<file path="src/rtl/sine_sched_pkg.sv">
// Shared types and helpers for the round-robin quarter-wave sine ROM scheduler.
package sine_sched_pkg;

  typedef enum logic [1:0] {Q0, Q1, Q2, Q3} quadrant_t;

  typedef struct packed {
    logic [15:0] addr;
    logic        neg;
  } fold_t;

  localparam logic [15:0] SAT16 = 16'hFFFF;

  // Quadrants 1 and 3 read the table mirrored; quadrants 2 and 3 negate.
  function automatic fold_t fold_addr(input logic [15:0] phase, input int unsigned addrw);
    fold_t       r;
    quadrant_t   q;
    logic [15:0] mask;
    mask = 16'((32'd1 << (addrw - 2)) - 32'd1);
    q    = quadrant_t'(2'(phase >> (addrw - 2)));
    r.addr = (q == Q1 || q == Q3) ? (mask & ~phase) : (mask & phase);
    r.neg  = (q == Q2) || (q == Q3);
    return r;
  endfunction

endpackage

</file>
<file path="src/rtl/sine_rom_sched_arb.sv">
// Round-robin arbiter: searches from pointer+1, pointer moves to the winner on en & |req.
module rr_arbiter #(
  parameter int unsigned N   = 4,
  parameter int unsigned IDW = 2
) (
  input  logic           clk,
  input  logic           rst,
  input  logic [N-1:0]   req,
  input  logic           en,
  output logic [N-1:0]   grant,
  output logic [IDW-1:0] grant_id
);

  logic [IDW-1:0] ptr_q, ptr_d;
  logic           found;
  int unsigned    idx;

  always_comb begin
    grant    = '0;
    grant_id = '0;
    found    = 1'b0;
    idx      = 0;
    for (int unsigned i = 1; i <= N; i++) begin
      idx = (32'(ptr_q) + i) % N;
      if (!found && req[IDW'(idx)]) begin
        found              = 1'b1;
        grant_id           = IDW'(idx);
        grant[IDW'(idx)]   = en;
      end
    end
    ptr_d = ptr_q;
    if (en && found) ptr_d = grant_id;
  end

  always_ff @(posedge clk) begin
    if (!rst) ptr_q <= IDW'(N - 1);
    else      ptr_q <= ptr_d;
  end

endmodule

</file>
<file path="src/rtl/sine_rom_sched.sv">
// Shares one async quarter-wave sine ROM among NREQ requesters via a 2-stage pipeline.
// Optional SINE_SCHED_STATS_EN adds saturating grant/stall counters.
module sine_rom_sched
  import sine_sched_pkg::*;
#(
  parameter int unsigned NREQ      = 4,
  parameter int unsigned ROM_DEPTH = 64,
  parameter int unsigned ROM_WIDTH = 8,
  parameter int unsigned ADDRW     = $clog2(4 * ROM_DEPTH),
  parameter int unsigned IDW       = $clog2(NREQ)
) (
  input  logic                      clk,
  input  logic                      rst,
  input  logic [NREQ-1:0]           req_valid,
  output logic [NREQ-1:0]           req_ready,
  input  logic [NREQ*ADDRW-1:0]     req_phase,
  output logic [$clog2(ROM_DEPTH)-1:0] rom_addr,
  input  logic [ROM_WIDTH-1:0]      rom_data,
  output logic                      rsp_valid,
  input  logic                      rsp_ready,
  output logic [IDW-1:0]            rsp_id,
  output logic [2*ROM_WIDTH-1:0]    rsp_data
`ifdef SINE_SCHED_STATS_EN
  ,
  output logic [15:0]               stat_grants,
  output logic [15:0]               stat_stalls
`endif
);

  localparam int unsigned AW = $clog2(ROM_DEPTH);

  logic                   s1_valid_q, s1_valid_d;
  logic [ADDRW-1:0]       s1_phase_q, s1_phase_d;
  logic [IDW-1:0]         s1_id_q, s1_id_d;
  logic                   s2_valid_q, s2_valid_d;
  logic [IDW-1:0]         s2_id_q, s2_id_d;
  logic [2*ROM_WIDTH-1:0] s2_data_q, s2_data_d;

  logic                   advance1, advance2, accept;
  logic [NREQ-1:0]        grant;
  logic [IDW-1:0]         grant_id;
  logic [ADDRW-1:0]       sel_phase;
  fold_t                  fold;
  logic [2*ROM_WIDTH-1:0] mag;

  assign advance2 = !s2_valid_q || rsp_ready;
  assign advance1 = !s1_valid_q || advance2;

  // Gating en with rst keeps req_ready low while reset is held.
  rr_arbiter #(.N(NREQ), .IDW(IDW)) u_arb (
    .clk      (clk),
    .rst      (rst),
    .req      (req_valid),
    .en       (advance1 && rst),
    .grant    (grant),
    .grant_id (grant_id)
  );

  assign req_ready = grant;
  assign accept    = |(req_valid & grant);

  always_comb begin
    sel_phase = '0;
    for (int unsigned i = 0; i < NREQ; i++) begin
      if (grant[i]) sel_phase = req_phase[i*ADDRW +: ADDRW];
    end
  end

  assign fold     = fold_addr(16'(s1_phase_q), ADDRW);
  assign rom_addr = AW'(fold.addr);
  assign mag      = {{ROM_WIDTH{1'b0}}, rom_data};

  always_comb begin
    s1_valid_d = s1_valid_q;
    s1_phase_d = s1_phase_q;
    s1_id_d    = s1_id_q;
    if (advance1) begin
      s1_valid_d = accept;
      if (accept) begin
        s1_phase_d = sel_phase;
        s1_id_d    = grant_id;
      end
    end
  end

  always_comb begin
    s2_valid_d = s2_valid_q;
    s2_id_d    = s2_id_q;
    s2_data_d  = s2_data_q;
    if (advance2) begin
      s2_valid_d = s1_valid_q;
      if (s1_valid_q) begin
        s2_id_d   = s1_id_q;
        s2_data_d = fold.neg ? -mag : mag;
      end
    end
  end

  always_ff @(posedge clk) begin
    if (!rst) begin
      s1_valid_q <= 1'b0;
      s1_phase_q <= '0;
      s1_id_q    <= '0;
      s2_valid_q <= 1'b0;
      s2_id_q    <= '0;
      s2_data_q  <= '0;
    end else begin
      s1_valid_q <= s1_valid_d;
      s1_phase_q <= s1_phase_d;
      s1_id_q    <= s1_id_d;
      s2_valid_q <= s2_valid_d;
      s2_id_q    <= s2_id_d;
      s2_data_q  <= s2_data_d;
    end
  end

  assign rsp_valid = s2_valid_q;
  assign rsp_id    = s2_id_q;
  assign rsp_data  = s2_data_q;

`ifdef SINE_SCHED_STATS_EN
  logic [15:0] stat_grants_q, stat_grants_d;
  logic [15:0] stat_stalls_q, stat_stalls_d;

  always_comb begin
    stat_grants_d = stat_grants_q;
    stat_stalls_d = stat_stalls_q;
    if (accept && stat_grants_q != SAT16) stat_grants_d = stat_grants_q + 16'd1;
    if (s2_valid_q && !rsp_ready && stat_stalls_q != SAT16) stat_stalls_d = stat_stalls_q + 16'd1;
  end

  always_ff @(posedge clk) begin
    if (!rst) begin
      stat_grants_q <= '0;
      stat_stalls_q <= '0;
    end else begin
      stat_grants_q <= stat_grants_d;
      stat_stalls_q <= stat_stalls_d;
    end
  end

  assign stat_grants = stat_grants_q;
  assign stat_stalls = stat_stalls_q;
`endif

endmodule

</file>
<file path="config.mk">
export PLATFORM = sky130hd
export DESIGN_NAME = sine_rom_sched
export DESIGN_NICKNAME = d
export VERILOG_FILES = /design/src/rtl/sine_sched_pkg.sv /design/src/rtl/sine_rom_sched_arb.sv /design/src/rtl/sine_rom_sched.sv
export SDC_FILE = /design/constraint.sdc
export NUM_CORES = 1
export LEC_CHECK = 0
export ABC_AREA = 1
export ABC_CLOCK_PERIOD_IN_PS = 4900
export CORE_MARGIN = 4
export CORE_UTILIZATION = 29
export CTS_CLUSTER_DIAMETER = 100
export DETAILED_ROUTE_END_ITERATION = 10
export DONT_BUFFER_PORTS = 1
export GPL_TIMING_DRIVEN = 0
export PLACE_DENSITY = 0.46
export SYNTH_ARGS = -nofsm -noshare
export SYNTH_HDL_FRONTEND = slang
export SYNTH_SLANG_ARGS = --single-unit
</file>
<file path="constraint.sdc">
create_clock -name clk -period 4.9 [get_ports clk]
set_input_delay 0.735 -clock clk [delete_from_list [all_inputs] [get_ports clk]]
set_output_delay 0.735 -clock clk [all_outputs]
set_load 0.01 [all_outputs]
</file>
# Word level (Yosys, flattened, before mapping)
# Cells that the tools add are included.
# totals
latch_bits	0
elab_cells	84
romBits	0
mem_bits_rw	0
output_inout_bits	29
in_bits	47
regBits	32
memories	0
# op_classes
bitwise_logic	3
magnitude_cmp	8
div	0
n_eq_ne	3
n_reduce_logical	21
n_shift	0
addsub	5
multipliers	0
n_mux	37
# op_table
cell	count
8-bit two-way mux	4
16-bit two-way mux	1
4-bit two-way mux	4
8-bit negator with 16-bit output	1
4-bit bitwise mux	3
2-bit by 3-bit less-than comparator with 1-bit output (second input constant)	4
1-bit two-way mux	12
1-bit logical AND	9
4-bit AND	2
1-bit binary-select mux with 2-bit select	4
1-bit demux with 2-bit select	4
2-bit by 1-bit greater-or-equal comparator with 1-bit output (second input constant)	4
2-bit two-way mux	4
6-bit two-way mux	1
6-bit inverter	1
1-bit zero test	5
2-bit by 1-bit adder with 2-bit output (second input constant)	2
2-bit adder (second input constant)	2
2-bit equality test (second input constant)	2
1-bit logical OR	4
2-bit AND reduction	2
4-bit OR reduction	1
2-bit by 1-bit equality test with 1-bit output (second input constant)	1

# Logic depth before layout (Yosys ltp)
# Gate-level depths: netlist of the first run.
# depth
depth_word	17
mapped_depth	18
depth_no_buf	17

# Modules after synthesis
# A second synthesis of the first run with hierarchy kept.
# hier_totals
cells_unflattened	339
area_unflattened_um2	2273.4
# by_module_without_submodules
module	area_per_inst_um2	instances	seq_area_each_um2	cells_each
sine_rom_sched	1662.8	1	580.6	244
rr_arbiter	610.6	1	40.0	95

# Worst setup path after synthesis of the first run
# Ideal clock, no wire load.
# synth_path
path_type	reg-to-output
start	reg u_arb.ptr_q[0]
end	out req_ready[3]
path_stages_with_launch	13
required_ns	4.165
arrival_time_ns	1.863
n_path_buf	2
setup_slack_ns	2.302
path_cell_list	dfxtp_1 > buf_6 > inv_6 > ha_1 > inv_1 > nand2_4 > nand2_4 > nor2_4 > a21oi_2 > nand3_1 > nand2_2 > buf_2 > inv_1
# synth_between
elab_chain_len	13
elab_cells_between_ends	49
cone_classes	add/sub (4); order compare (8); mux (26); bitwise (1); reduce/logical (10)
# synth_lines
element	line_no	source
from (decl)	sine_rom_sched_arb.sv:14	logic [IDW-1:0] ptr_q, ptr_d;
from (signal assigned)	sine_rom_sched_arb.sv:36	if (!rst) ptr_q <= IDW'(N - 1);
from (signal assigned)	sine_rom_sched_arb.sv:37	else ptr_q <= ptr_d;
2-bit by 1-bit adder with 2-bit output	sine_rom_sched_arb.sv:24	idx = (32'(ptr_q) + i) % N;
2-bit by 3-bit less-than comparator with 1-bit output (not written as such), or another cell as far along	sine_rom_sched_arb.sv:28	grant[IDW'(idx)] = en;
1-bit logical AND (not written as such) or 1-bit two-way mux (tied branches)	sine_rom_sched_arb.sv:28, sine_rom_sched_arb.sv:25	
1-bit two-way mux, on equally long branches	sine_rom_sched_arb.sv:28, sine_rom_sched_arb.sv:25	
1-bit demux with 2-bit select or 1-bit zero test (tied branches)	-	
4-bit AND (no line) or 1-bit logical AND (tied branches)	-	
4-bit two-way mux or 1-bit two-way mux (tied branches)	sine_rom_sched_arb.sv:25	if (!found && req[IDW'(idx)]) begin
4-bit bitwise mux or 1-bit zero test (tied branches)	sine_rom_sched_arb.sv:28, sine_rom_sched_arb.sv:25	
4-bit two-way mux or 1-bit logical AND (tied branches)	sine_rom_sched_arb.sv:25	
4-bit bitwise mux or 1-bit two-way mux (tied branches)	sine_rom_sched_arb.sv:28, sine_rom_sched_arb.sv:25	
4-bit two-way mux or 1-bit zero test (tied branches)	sine_rom_sched_arb.sv:25	
4-bit bitwise mux or 1-bit logical AND (tied branches)	sine_rom_sched_arb.sv:28, sine_rom_sched_arb.sv:25	
4-bit two-way mux *	sine_rom_sched_arb.sv:25	
to (decl)	sine_rom_sched.sv:15	output logic [NREQ-1:0] req_ready,
# Mark *: on every way between the ends. The rest lies on a longest branch, timed or not. The select of a mux whose other input is x is not followed.

# Final worst setup path of the first run
# layout_path
start	reg u_arb.ptr_q[1]
end	out req_ready[3]
# The elaborated chain is that of the path after synthesis.

==> flow_metrics.env, run 1 <==
export IMPL_pwr_share_comb_pct=62.0
export IMPL_cts_sinks=31
export IMPL_io_pins=76
export IMPL_grt_start_max_net_pins=11
export IMPL_worstPathArrival_ps=2440
export IMPL_cp_depth=12
export IMPL_area_delta_synth_final_pct=9.116
export IMPL_synthesis_area_um2=2251
export IMPL_fin_crit_sh_pct=64.87
export IMPL_diodes=0
export IMPL_final_antenna_net_count=0
export IMPL_hold_ws_ps=479.2
export IMPL_insertion_delay_ps=280
export IMPL_ys_ff_latch=31
export IMPL_gp_congestion=0.8301
export IMPL_die_h_um=96.10
export IMPL_die_w_um=96.10
export IMPL_crit_fanout=10
export IMPL_post_cts_buffers=0
export IMPL_design_area_um2=2456
export IMPL_layout_cells_non_filler=460
export IMPL_slew_viol_final=0
export IMPL_fin_worst_skew_ps=1.138
export IMPL_final_hold_viol_count=0
export IMPL_ctsHoldBuffers=0
export IMPL_drc=0
export IMPL_synth_top_area_share_pct=27.57
export IMPL_final_util_pct=33.15
export IMPL_slew_headroom_pct=68.59
export IMPL_vias=2148
export IMPL_synthCells=353
export IMPL_cp_startpoint="u_arb.ptr_q[1]$_SDFFE_PN1P_"
export IMPL_p_per_area_nw_per_um2=640.4
export IMPL_drv_cap=0
export IMPL_fillCellCount=843
export IMPL_max_stage_delay_ps=530
export IMPL_fin_ws_ps=1721
export IMPL_setup_viol=0
export IMPL_reg2reg_depth=16
export IMPL_io_buffer_count=0
export IMPL_rsz0062_at_grt="no"
export IMPL_grt_overflow=0
export IMPL_required_ps=4160
export IMPL_cts_made_buffers=5
export IMPL_fmax_mhz=314.6
export IMPL_die_area_um2=9235
export IMPL_crit_type="register to output pin"
export IMPL_grt_pass1_vias=2023
export IMPL_drt_pass1_iter_count=4
export IMPL_power_switching_mw=0.8196
export IMPL_start_util_pct=30.38
export IMPL_synth_area_per_cell_um2=6.377
export IMPL_critPathSlowestCell="dfxtp_1"
export IMPL_crit_buf_inv=4
export IMPL_ys_warn_count=0
export IMPL_wl_mm=5.943
export IMPL_p_sw_share_pct=52.11
export IMPL_drt_iter0_markers=81
export IMPL_yosys_most_used_dff="dfxtp_1"
export IMPL_fin_tns_setup_ps=0
export IMPL_p_int_mw=0.7533
export IMPL_cpMostUsedCell="nand2_1"
export IMPL_synth_nets=410
export IMPL_ys_top_cells_by_count="114 x nand2_1, 39 x nor2_1, 33 x inv_1"
export IMPL_cts_resized=0
export IMPL_cts_tree="yes"
export IMPL_routedWlPerCell_um=12.92
export IMPL_async_flop_share_pct=0
export IMPL_cellLeakagePower_nw=1.194
export IMPL_drive_gt1_share_pct=10.53
export IMPL_placed_area_um2=2375
export IMPL_dpl_cell_count=452
export IMPL_hold_depth=2
export IMPL_hpwl_mm=4.698
export IMPL_r2r_start="u_arb.ptr_q[1]$_SDFFE_PN1P_"
export IMPL_clk_pin_slew_worst_paths_ps=60
export IMPL_synth_seq_area_share_pct=27.57
export IMPL_core_um2=7408
export IMPL_ctsHtreeMaxLevel=2
export IMPL_track_usage_pct=13.37
export IMPL_clock_path_buffers=2
export IMPL_yosys_area_top_type="dfxtp_1"
export IMPL_grt_antenna_before_repair=0
export IMPL_endpoint_kind="output pin"
export IMPL_root_buffer="clkbuf_8"
export IMPL_ys_top_cells_by_area="dfxtp_1 28%, nand2_1 19%, nor2_1 6.5%"
export IMPL_finalNetCount=417
export IMPL_rows=31
export IMPL_grt_pass1_wl_mm=9.729
export IMPL_synth_cell_types=36
export IMPL_synth_edf_count=0
export IMPL_hp_start="s1_phase_q[4]$_SDFFE_PN0P_"
export IMPL_path_delay_family="simple AND/OR/NAND/NOR gates"
export IMPL_startpoint_type="register"
export IMPL_status="complete, no violations"
export IMPL_hp_class="register to register"
export IMPL_avgViaCountPerCell=4.670
export IMPL_place_ws_ps=1989
export IMPL_layout_min_cycle_time_ps=3179
export IMPL_p_clk_share_pct=12.3
export IMPL_synth_most_common_cell="nand2_1"
export IMPL_crit_chain="inv_2 > ha_1 > inv_1 > nand2_1 > nand2_1 > nand2_2 > nor2_4 > nand2_1 > nand3_1 > nand2_2 > buf_2 > inv_1"
export IMPL_seq_power_share_pct=25.7
export IMPL_tightest_slew_ps=466.2
export IMPL_ir_drop_v=0.0002053
export IMPL_total_power_mw=1.573
==> worst register-to-register path, cell delays in order, from the launching register on <==
cell and delay, ps:
dfxtp_1 530, inv_2 150, ha_1 360, inv_1 100
nand2_4 100, nand2_4 70, nor2_4 200, a21oi_2 80
nand3_1 110, nand2_2 130, inv_2 190, nand2_1 70
nand2_1 60, inv_1 40, nand2_1 60, nand2_1 70
a21oi_1 120
==> cells by family (layout without fill, tap and decap cells) <==
group           count (synthesis)  in the layout  synth area share (%)
simple gates                  201            201                 39.91
flops                          31             31                 27.57
xor+xnor                       10             10                 3.891
buf+inv                        52             60                 10.06
fa+ha+maj                      10             10                 5.559
compound gates                 49             49                 13.01
==> routing by layer <==
metal	share of wire [%]	vias up	GRT usage (%)
li1	-	1132	-
met1	45	955	17.17
met2	47	53	21.33
met3	7.3	8	4.769
met4	0.94	0	3.199
met5	0	-	0
==> power by group through the flow <==
stage	Sequential, mW	Combinational, mW	Clock [mW]
after floorplan	0.392	0.806	0
after global placement	0.411	0.989	0
after detailed placement	0.413	0.989	0
after CTS	0.407	0.994	0.202
after global routing	0.416	1.13	0.214
final	0.404	0.976	0.194
==> final timing paths <==
check	end	slack [ps]
worst min-delay path	s1_phase_q[4]$_SDFFE_PN0P_	480
worst min register to register	s1_phase_q[4]$_SDFFE_PN0P_	480
worst max register to register	s1_phase_q[0]$_SDFFE_PN0P_	2390
worst max-delay path	req_ready[3]	1720
==> registers in the layout (all words and copies together), names as in the netlist <==
signal,flops
rsp_data,15
rsp_id,2
rsp_valid,1
s1_id_q,2
s1_phase_q,8
s1_valid_q,1
u_arb.ptr_q,2
==> cell usage in the layout, fill, tap and decap left out, types with 7 or more instances in the layout <==
cell type  instances
clkbuf_1           7
nand2_1          114
inv_1             33
nand3_1           22
ha_1              10
o21ai_0           11
nand2_2            9
nor2_1            39
a21oi_1           22
dfxtp_1           31
xor2_1             9
==> area by class of cell <==
type,count,area (µm²),share of cell area (%)
inverters,40,155.1,6.317
clock buffers,7,76.32,3.107
well taps,99,123.9,5.043
clock inverters,1,5.005,0.2038
flip-flops and latches,31,620.6,25.27
multi-input cells,270,1404,57.16
plain buffers,12,71.32,2.904
Power figures use the tool's default switching activity.
==> run 2, diff against run 1 <==
--- a/config.mk
+++ b/config.mk
@@ -6,7 +6,7 @@
 export NUM_CORES = 1
 export LEC_CHECK = 0
 export ABC_AREA = 1
-export ABC_CLOCK_PERIOD_IN_PS = 4900
+export ABC_CLOCK_PERIOD_IN_PS = 3130
 export CORE_MARGIN = 4
 export CORE_UTILIZATION = 29
 export CTS_CLUSTER_DIAMETER = 100
==> constraint.sdc (replaced) <==
create_clock -name clk -period 3.13 [get_ports clk]
set_input_delay 0.4695 -clock clk [delete_from_list [all_inputs] [get_ports clk]]
set_output_delay 0.4695 -clock clk [all_outputs]
set_load 0.01 [all_outputs]
==> flow_metrics.env, run 2 (synthesis gave the netlist of run 1 again) <==
export IMPL_root_buffer="clkbuf_8"
export IMPL_crit_chain="buf_6 > inv_6 > ha_1 > inv_1 > nand2_1 > nand2_1 > nand2_2 > nor2_4 > nand2_1 > nand3_1 > nand2_2 > buf_2 > inv_1"
export IMPL_hpwl_mm=4.698
export IMPL_hp_class="input pin to register"
export IMPL_drc=0
export IMPL_fin_ws_ps=310.6
export IMPL_p_clk_share_pct=12.3
export IMPL_vias=2148
export IMPL_fillCellCount=841
export IMPL_cts_resized=0
export IMPL_io_buffer_count=0
export IMPL_p_int_mw=1.183
export IMPL_grt_antenna_before_repair=0
export IMPL_fin_worst_skew_ps=1.138
export IMPL_layout_commonest_cell="nand2_1"
export IMPL_drt_pass1_iter_count=4
export IMPL_fin_tns_setup_ps=0
export IMPL_slew_viol_final=0
export IMPL_clock_path_buffers=2
export IMPL_crit_fanout=10
export IMPL_ir_drop_v=0.0003214
export IMPL_status="complete, no violations"
export IMPL_cts_sinks=31
export IMPL_core_um2=7408
export IMPL_layout_cells_non_filler=460
export IMPL_insertion_delay_ps=280
export IMPL_place_ws_ps=485.0
export IMPL_dpl_cell_count=452
export IMPL_track_usage_pct=13.37
export IMPL_max_stage_delay_ps=380
export IMPL_power_switching_mw=1.283
export IMPL_routedWlPerCell_um=12.92
export IMPL_drt_iter0_markers=81
export IMPL_p_per_area_nw_per_um2=1003
export IMPL_reg2reg_depth=15
export IMPL_fmax_mhz=354.7
export IMPL_grt_pass1_vias=2023
export IMPL_hold_depth=2
export IMPL_io_pins=76
export IMPL_grt_pass1_wl_mm=9.729
export IMPL_post_cts_buffers=0
export IMPL_area_delta_synth_final_pct=9.227
export IMPL_startpoint_type="register"
export IMPL_die_h_um=96.10
export IMPL_cellLeakagePower_nw=1.194
export IMPL_fin_crit_sh_pct=90.08
export IMPL_ctsHoldBuffers=0
export IMPL_setup_viol=0
export IMPL_avgViaCountPerCell=4.670
export IMPL_wl_mm=5.943
export IMPL_drv_cap=0
export IMPL_cts_tree="yes"
export IMPL_ctsHtreeMaxLevel=2
export IMPL_finalNetCount=417
export IMPL_cts_made_buffers=5
export IMPL_final_util_pct=33.19
export IMPL_p_sw_share_pct=52.04
export IMPL_cpMostUsedCell="nand2_1"
export IMPL_tightest_slew_ps=466.2
export IMPL_die_w_um=96.10
export IMPL_final_hold_viol_count=0
export IMPL_gp_congestion=0.8301
export IMPL_pwr_share_comb_pct=62.0
export IMPL_die_area_um2=9235
export IMPL_clk_pin_slew_worst_paths_ps=60
export IMPL_grt_overflow=0
export IMPL_worstPathArrival_ps=2350
export IMPL_slew_headroom_pct=68.59
export IMPL_seq_power_share_pct=25.7
export IMPL_final_cell_mix="114 x nand2_1, 39 x nor2_1, 33 x inv_1, 29 x dfxtp_1"
export IMPL_required_ps=2660
export IMPL_rsz0062_at_grt="no"
export IMPL_diodes=0
export IMPL_grt_start_max_net_pins=11
export IMPL_rows=31
export IMPL_layout_min_cycle_time_ps=2819
export IMPL_crit_type="register to output pin"
export IMPL_drive_gt1_share_pct=11.08
export IMPL_largest_register_ffs=15
export IMPL_endpoint_kind="output pin"
export IMPL_final_antenna_net_count=0
export IMPL_critPathSlowestCell="dfxtp_2"
export IMPL_start_util_pct=30.38
-- run 2: cell types whose count changed in the layout (fill, tap and decap cells not counted) --
cell | previous run | this run
dfxtp_1 | 31 | 29
dfxtp_2 | 0 | 2
-- run 2: path summary, 6_finish.rpt --
path	startpoint	to	slack, ps
worst max-delay path	u_arb.ptr_q[0]$_SDFFE_PN1P_	req_ready[3]	310
worst min register to register	s1_phase_q[4]$_SDFFE_PN0P_	s1_phase_q[4]$_SDFFE_PN0P_	480
worst max register to register	u_arb.ptr_q[0]$_SDFFE_PN1P_	s1_phase_q[1]$_SDFFE_PN0P_	720
worst min-delay path	rst	rsp_data[7]$_SDFFE_PN0P_	330
-- run 2: power by group through the flow --
stage | sequential (mW) | combinational (mW) | clock [mW]
after floorplan | 0.614 | 1.26 | 0
after detailed placement | 0.646 | 1.55 | 0
after global placement | 0.643 | 1.55 | 0
after CTS | 0.638 | 1.56 | 0.316
after global routing | 0.654 | 1.76 | 0.335
final | 0.635 | 1.53 | 0.303
-- run 2: worst max-delay path: cells and delay by family (launching register included) --
family / cells / cell delay [ps]
adder cells (fa/ha/maj): 1 / 330
buffers and inverters: 5 / 670
flip-flops: 1 / 380
AND/OR/NAND/NOR: 7 / 680
-- run 2: per-stage QoR --
| stage | hold WS [ps] | total power, mW | area, µm² |
|---|---|---|---|
| after floorplan | 455.2 | 1.876 | 2251 |
| after global placement | 465.9 | 2.192 | 2375 |
| after detailed placement | 469.9 | 2.194 | 2375 |
| after CTS | 318.6 | 2.511 | 2456 |
| after global routing | 323.9 | 2.753 | 2459 |
| final | 330.7 | 2.466 | 2459 |
-- run 2: area by class of cell --
class,count,area (µm²),area share (%)
multi-input cells,270,1404,57.10
clock inverters,1,5.005,0.2036
flip-flops and latches,31,623.1,25.34
well taps,99,123.9,5.038
clock buffers,7,76.32,3.104
inverters,40,155.1,6.310
plain buffers,12,71.32,2.901
-- run 2: layer usage --
layer	routed length [µm]	GRT usage [%]
met4	56	3.199
met5	0	0
met3	436	4.769
met2	2804	21.33
met1	2645	17.17
==> RTL edit (flow settings as in run 2) <==
Change the parameter `ROM_DEPTH` from 64 to 128.
--- a/src/rtl/sine_rom_sched.sv
+++ b/src/rtl/sine_rom_sched.sv
@@ -4,7 +4,7 @@
   import sine_sched_pkg::*;
 #(
   parameter int unsigned NREQ      = 4,
-  parameter int unsigned ROM_DEPTH = 64,
+  parameter int unsigned ROM_DEPTH = 128,
   parameter int unsigned ROM_WIDTH = 8,
   parameter int unsigned ADDRW     = $clog2(4 * ROM_DEPTH),
   parameter int unsigned IDW       = $clog2(NREQ)
Interface: changed (resized req_phase and rom_addr); port bits go from 76 to 81. The function was not compared with the original's and may differ.
==> RTL edit against run 2 <==
Register-to-register slack got worse by 70 ps; sequential cell count up 1; synthesized area increased by 6.3%; worst setup slack worse by 52 ps; power increased by 7.0%; sequential share of layout area is 0.75 points lower; wire length rose by 5.3%; cell area grew 6.4%; core utilization barely moved.
==> RTL edit: results (changes against run 2) <==
.. list-table::
   :header-rows: 1

   * - Metric
     - Value
   * - Placer congestion estimate
     - 0.7971 (was 0.8301)
   * - Pin count of the biggest net entering global routing
     - 12 (was 11)
   * - Filler Cells Inserted
     - 899 (was 841)
   * - Switch share
     - 51.62% (was 52.04%)
   * - Largest cells by area after synthesis
     - dfxtp_1, nand2_1, nor2_1 (unchanged)
   * - Leakage
     - 1.280 nW (was 1.194 nW)
   * - Dpl hpwl
     - 5025 um (was 4698 um)
   * - Signal arrival time at the worst endpoint
     - 2400 ps (was 2350 ps)
   * - Met1 global-route usage
     - 16.91% (was 17.17%)
   * - Net count of the finished layout
     - 441 (was 417)
   * - Routed wl met3
     - 485 um (was 436 um)
   * - Number of global-route vias before repair
     - 2206 (was 2023)
   * - Synth cell count leaders
     - nand2_1, nor2_1, dfxtp_1, inv_1, a21oi_1 (was nand2_1, nor2_1, inv_1, dfxtp_1)
   * - Run status
     - finished clean (unchanged)
   * - Sequential share of power
     - 25.3% (was 25.7%)
   * - Number of nets in the synthesized netlist
     - 434 (was 410)
   * - Final wirelength
     - 6258 um (was 5943 um)
   * - Worst slack, placed
     - 349.3 ps (was 485.0 ps)
   * - Total placed instance area
     - 2520 sq um (was 2375 sq um)
   * - Final Skew
     - 7.091 ps (was 1.138 ps)
   * - Met2 wirelength from detailed routing
     - 2919 um (was 2804 um)
   * - Maximum VDD drop
     - 0.0002932 V (was 0.0003214 V)
   * - Router iterations before antenna repair
     - 6 (was 4)
   * - Total non-filler cell area in the finished layout
     - 2615 sq um (was 2459 sq um)
   * - Violation count after the first detailed-route iteration
     - 73 (was 81)
   * - Met1 routed wirelength after detailed routing
     - 2839 um (was 2645 um)
   * - Routing usage on met3
     - 4.954% (was 4.769%)
   * - First-pass GRT wire length
     - 10560 um (was 9729 um)
   * - Tot GR Track Use
     - 13.08% (was 13.37%)
-- RTL edit: cell types whose count changed in the layout (fill, tap and decap cells not counted), sizes merged --
cell,delta
a21oi,+3
a32oi,-1
clkinv,+10
dfxtp,+1
inv,-7
nand2,+11
nand4,+1
nor2,+2
o2111ai,-1
xor2,+1
-- RTL edit: logic make-up after synthesis --
logic type / share of synthesized area, %
AO/OA/AOI/OAI: 11.98
XOR/XNOR: 4.027
adder cells (fa/ha/maj): 5.230
buffers and inverters: 10.30
flip-flops: 26.78
AND/OR/NAND/NOR: 41.68
-- RTL edit: critical path, stage by stage (launching register included) --
cell	delay [ps]
dfxtp_2	460
inv_2	150
ha_1	360
inv_1	140
nand2_4	80
a21boi_0	310
a21oi_2	60
nand3_2	100
buf_6	150
buf_8	160
nand2_1	60
inv_1	100
-- RTL edit: worst paths after layout --
| check | to | slack, ps | cells past startpoint |
|---|---|---|---|
| max | req_ready[1] | 260 | 11 |
| min | rsp_data[7] | 330 | 2 |
| max reg2reg | s1_phase_q[6] | 650 | 15 |
| min reg2reg | s1_id_q[0] | 460 | 2 |
-- RTL edit: metrics by stage --
step | total power, mW | cells
2_1_floorplan | 2.007 | 373
3_3_place_gp | 2.329 | 475
3_5_place_dp | 2.346 | 475
4_1_cts | 2.686 | 483
5_1_grt | 2.929 | 483
6_report | 2.638 | 483
-- RTL edit: area by class of cell --
class | count | share of cell area (%)
Inverter | 42 | 6.077
Multi-Input combinational cell | 286 | 57.56
Clock inverter | 2 | 0.3828
Clock buffer | 6 | 3.158
Buffer | 13 | 3.349
Tap cell | 102 | 4.880
Sequential cell | 32 | 24.59
-- RTL edit: repair_timing --
item,CTS,global route
resized for setup,0,2
setup endpoints to repair,0,2
hold endpoints to repair,0,0
hold buffers,0,0
